<file path="src/rtl/instruction_fetch_unit.sv">
// Fetch front end: owns the PC, drives a 1-cycle synchronous-read instruction memory and issues to decode over valid/ready.
// Define IFU_MISALIGN_TRAP_EN to trap (halt until reset) on a redirect to a non-word-aligned target.
module instruction_fetch_unit #(
   parameter logic [31:0] RESET_PC = 32'h0000_0000
) (
   input  logic        CLK,
   input  logic        RST_N,
   output logic [31:0] A_IM,
   input  logic [31:0] RD_IM,
   output logic [31:0] INSTR_ID,
   output logic [31:0] PC_ID,
   output logic        VALID_ID,
   input  logic        READY_ID,
   input  logic        REDIRECT,
   input  logic [31:0] TARGET,
   output logic        MISALIGN,
   output logic [31:0] BAD_ADDR
);

   typedef enum logic {RUN, HALT} state_t;

   state_t      state_q, state_d;
   logic [31:0] pc_req_q, pc_req_d;
   logic [31:0] pc_rsp_q, pc_rsp_d;
   logic        rsp_valid_q, rsp_valid_d;
   logic [31:0] tgt;
   logic        bad_tgt;
   logic [29:0] addr;
   logic        valid;

   assign tgt = TARGET & ~32'h3;

`ifdef IFU_MISALIGN_TRAP_EN
   logic        misalign_q, misalign_d;
   logic [31:0] bad_addr_q, bad_addr_d;

   assign bad_tgt  = REDIRECT & (TARGET[1:0] != 2'b00);
   assign MISALIGN = misalign_q;
   assign BAD_ADDR = bad_addr_q;
`else
   assign bad_tgt  = 1'b0;
   assign MISALIGN = 1'b0;
   assign BAD_ADDR = 32'h0000_0000;
`endif

   always_comb begin
      state_d     = state_q;
      pc_req_d    = pc_req_q;
      pc_rsp_d    = pc_rsp_q;
      rsp_valid_d = rsp_valid_q;
`ifdef IFU_MISALIGN_TRAP_EN
      misalign_d  = misalign_q;
      bad_addr_d  = bad_addr_q;
`endif
      valid       = 1'b0;
      addr        = pc_rsp_q[31:2];

      if (state_q == RUN) begin
         if (REDIRECT) begin
            addr = tgt[31:2];
            if (bad_tgt) begin
               state_d     = HALT;
               rsp_valid_d = 1'b0;
`ifdef IFU_MISALIGN_TRAP_EN
               misalign_d  = 1'b1;
               bad_addr_d  = TARGET;
`endif
            end else begin
               pc_rsp_d    = tgt;
               pc_req_d    = tgt + 32'd4;
               rsp_valid_d = 1'b1;
            end
         end else if (rsp_valid_q && !READY_ID) begin
            // Re-read the held word so RD_IM stays stable while decode stalls.
            valid = 1'b1;
            addr  = pc_rsp_q[31:2];
         end else begin
            valid       = rsp_valid_q;
            addr        = pc_req_q[31:2];
            pc_rsp_d    = pc_req_q;
            pc_req_d    = pc_req_q + 32'd4;
            rsp_valid_d = 1'b1;
         end
      end
   end

   always_ff @(posedge CLK) begin
      if (!RST_N) begin
         state_q     <= RUN;
         pc_req_q    <= RESET_PC;
         pc_rsp_q    <= RESET_PC;
         rsp_valid_q <= 1'b0;
`ifdef IFU_MISALIGN_TRAP_EN
         misalign_q  <= 1'b0;
         bad_addr_q  <= 32'h0000_0000;
`endif
      end else begin
         state_q     <= state_d;
         pc_req_q    <= pc_req_d;
         pc_rsp_q    <= pc_rsp_d;
         rsp_valid_q <= rsp_valid_d;
`ifdef IFU_MISALIGN_TRAP_EN
         misalign_q  <= misalign_d;
         bad_addr_q  <= bad_addr_d;
`endif
      end
   end

   // Held in reset the registers may not have been cleared yet, so force the reset view.
   assign A_IM     = RST_N ? {2'b00, addr} : {2'b00, RESET_PC[31:2]};
   assign VALID_ID = RST_N & valid;
   assign PC_ID    = pc_rsp_q;
   assign INSTR_ID = RD_IM;

endmodule

</file>
<file path="config.mk">
export PLATFORM = sky130hd
export DESIGN_NAME = instruction_fetch_unit
export DESIGN_NICKNAME = d
export VERILOG_FILES = /design/src/rtl/instruction_fetch_unit.sv
export SDC_FILE = /design/constraint.sdc
export NUM_CORES = 1
export LEC_CHECK = 0
export ABC_AREA = 1
export CORE_AREA = 2 2 122 88
export CTS_CLUSTER_SIZE = 8
export DETAILED_ROUTE_END_ITERATION = 10
export DIE_AREA = 0 0 124 90
export GPL_ROUTABILITY_DRIVEN = 1
export PLACE_DENSITY = 0.79
export SYNTH_ARGS = -nofsm -noshare
export SYNTH_HDL_FRONTEND = slang
export SYNTH_SLANG_ARGS = --single-unit
</file>
<file path="constraint.sdc">
create_clock -name CLK -period 2.1 [get_ports CLK]
set_input_delay 0.42 -clock CLK [delete_from_list [all_inputs] [get_ports CLK]]
set_output_delay 0.42 -clock CLK [all_outputs]
set_load 0.01 [all_outputs]
</file>
==> reports/results.tsv <==
metric	value	unit
ys.flop_type	dfxtp_1	
syn-cell-area	4133	um2
drt_iter0_drc	323	
synth_cell_type_count	28	
ys_ff_latch	61	
finalPower	3.455	mW
reg2reg_depth	12	
vdd_ir_drop_max	360.7	uV
die_h	90	um
cp.required	1680	ps
drive_gt1_share	25.73	%
avgRoutedWirePerCell	12.99	um
yosys_warnings	0	
outcome	finished clean	
ys_seq_area_share	29.55	%
finalSetupViolations	0	
cts-root-buf	clkbuf_16	
synth_adder_area_share	0.3028	%
io-pin-count	198	
synth_compound_area_share	13.20	%
hold_violations	0	
die_x	124	um
cp_slowest_cell	dfxtp_2	
first_global_vias	4073	
worstSetupPathType	flip-flop to output port	
yosys-top-cells-count	nand2_1 (227), a21oi_1 (84), buf_4 (71)	
post-synth-top-count-cell	nand2_1	
core_area	10080	um2
synthesis.instances	659	
numCtsBuffers	9	
period_share	96.20	%
synthMuxAreaShare	0	%
finalWeightedCongestion	0.9365	
clock-sinks	61	
arrival	1600	ps
finClkSkew	8.349	ps
synth_edf_count	0	
antenna_found_initial	1	
clk_latency	340	ps
rows	31	
synthSimpleGateAreaFrac	36.63	%
hp-class	flip-flop to flip-flop	
grt_pass1_wl	19.85	mm
port_buffers	94	
power.density	581.5	nW/um2
grt_use_total	22.58	%
min_period	2020	ps
cp_top_family	buffers and inverters	
maxCapViolations	0	
cpPeakStageDelay	320	ps
fmax	495.0	MHz
ant_nets	0	
grt_max_degree	35	
fin_hold_ws	460.8	ps
place_ws	-649.8	ps
final_area	5942	um2
maxSlewViolCount	0	
postPlaceCellArea	5537	um2
cts_buffer_depth	2	
cp-end-kind	output port	
synth_xor_area_share	0.8477	%
gr-total-overflow	0	
synth_top_family_by_area	simple AND/OR/NAND/NOR gates	
via_per_inst	4.696	
drt_pre_antenna_iters	5	
cp-start-kind	flip-flop	
p_leak	2.773	nW
synth_top_area_share	29.55	%
hold_buffers	0	
nets	885	
vias	4475	
final_util	58.92	%
async_flop_share	0	%
place_hpwl	8.600	mm
initial_core_util	40.98	%
crit_fanout	8	
totalWireLength	12.38	mm
syn_avg_cell_area	6.271	um2
yosysTopAreaCell	dfxtp_1	
drc	0	
dieArea	11160	um2
fillCellCount	934	
htreeDepth	3	
area_growth	43.78	%
crit_path_cell_trace	inv_2 > nor2_4 > nand2_4 > buf_6 > buf_4 > buf_12 > nand2_1 > a21oi_1 > buf_2	
path_depth	9	
yosys-top-cells-area	dfxtp_1 (30%), nand2_1 (21%), buf_4 (13%)	
setup_slack	79.76	ps
crit_buf_inv	5	
min_path_cells	2	
cts_tree	yes	
clkTransAtPathRegs	50	ps
## metal layers
layer  routed length (um)  global-route usage, %  share of wire [%]  vias to the layer above
met2                 5112                  32.37                 41                      171
met1                 5655                  31.00                 46                     1985
li1                     -                      -                  -                     2295
met4                  333                  8.521                2.7                        0
met3                 1276                  7.741                 10                       24
met5                    0                      0                  0                        -
## state kept, by name (all words and copies together) (netlist names)
name	cells
rsp_valid_q	1
pc_req_q	30
PC_ID	30
## path summary, 6_finish.rpt
| kind | slack (ps) | from | to |
|---|---|---|---|
| setup / recovery | 80 | rsp_valid_q$_SDFFE_PN0P_ | A_IM[15] |
| setup reg to reg | 450 | pc_req_q[2]$_SDFFE_PN0P_ | pc_req_q[28]$_SDFFE_PN0P_ |
| hold reg to reg | 460 | pc_req_q[4]$_SDFFE_PN0P_ | pc_req_q[4]$_SDFFE_PN0P_ |
| hold / removal | 460 | pc_req_q[4]$_SDFFE_PN0P_ | pc_req_q[4]$_SDFFE_PN0P_ |
## power breakdown
part / internal, mW / total [mW] / switching [mW]
combinational: 0.409 / 0.848 / 0.439
sequential: 1.24 / 1.27 / 0.0363
clock: 0.819 / 1.33 / 0.514
## cells by family (layout without fill, tap and decap cells)
family                   Yosys count  after routing
XOR/XNOR                           4              4
AND/OR/NAND/NOR                  354            354
adder cells (fa/ha/maj)            1              1
other                              1             38
flip-flops                        61             61
AO/OA/AOI/OAI                    107            107
buffers and inverters            131            256
## cell usage in the layout (no fill, tap or decap), types with 2 or more instances in the layout
cell             instances
a21oi_1                 81
a21oi_2                  3
buf_12                   9
buf_16                   4
buf_2                   30
buf_4                   96
buf_6                    3
clkbuf_1                 3
clkbuf_16                9
clkdlybuf4s50_1         61
clkinv_2                 2
clkinv_4                 2
conb_1                  37
dfxtp_1                 60
inv_1                   28
inv_2                    4
nand2_1                222
nand2_2                 24
nand2_4                  3
nand3_1                 24
nand3b_1                 7
nand4_1                  2
nor2_1                  53
nor2_2                  11
nor2_4                   5
nor3_1                   2
o21ai_0                 15
o21ai_1                  4
o21bai_1                 4
xnor2_1                  3
## worst reg2reg max path: cells and delay by family (launching register included)
kind	cells	cell delay [ps]
buf+inv	2	120
simple gates	9	880
fa+ha+maj	1	230
flops	1	310
## per-stage QoR
stage | setup TNS, ps | std cells
after floorplan | 0 | 695
after global placement | -27760 | 923
after detailed placement | -28670 | 923
after CTS | -145.9 | 951
after global routing | -52.42 | 952
final | 0 | 953
## cell type report
cell class                 count  area [um2]  area share (%)
clock inverter                 2       10.01          0.1685
multi-input combinational    503        2290           38.53
clock buffer                  13       250.2           4.211
timing repair buffer         207        1864           31.38
inverter                      34       137.6           2.316
antenna                        1       2.502         0.04211
sequential                    61        1222           20.57
tap                          132       165.2           2.780
## repair_timing
item	4_1_cts	5_1_grt
pin swaps	3	2
cloned	5	0
setup endpoints to repair	50	32
resized for setup	139	14
setup buffers	8	2
Note: power is estimated with default switching activity, not from simulation.
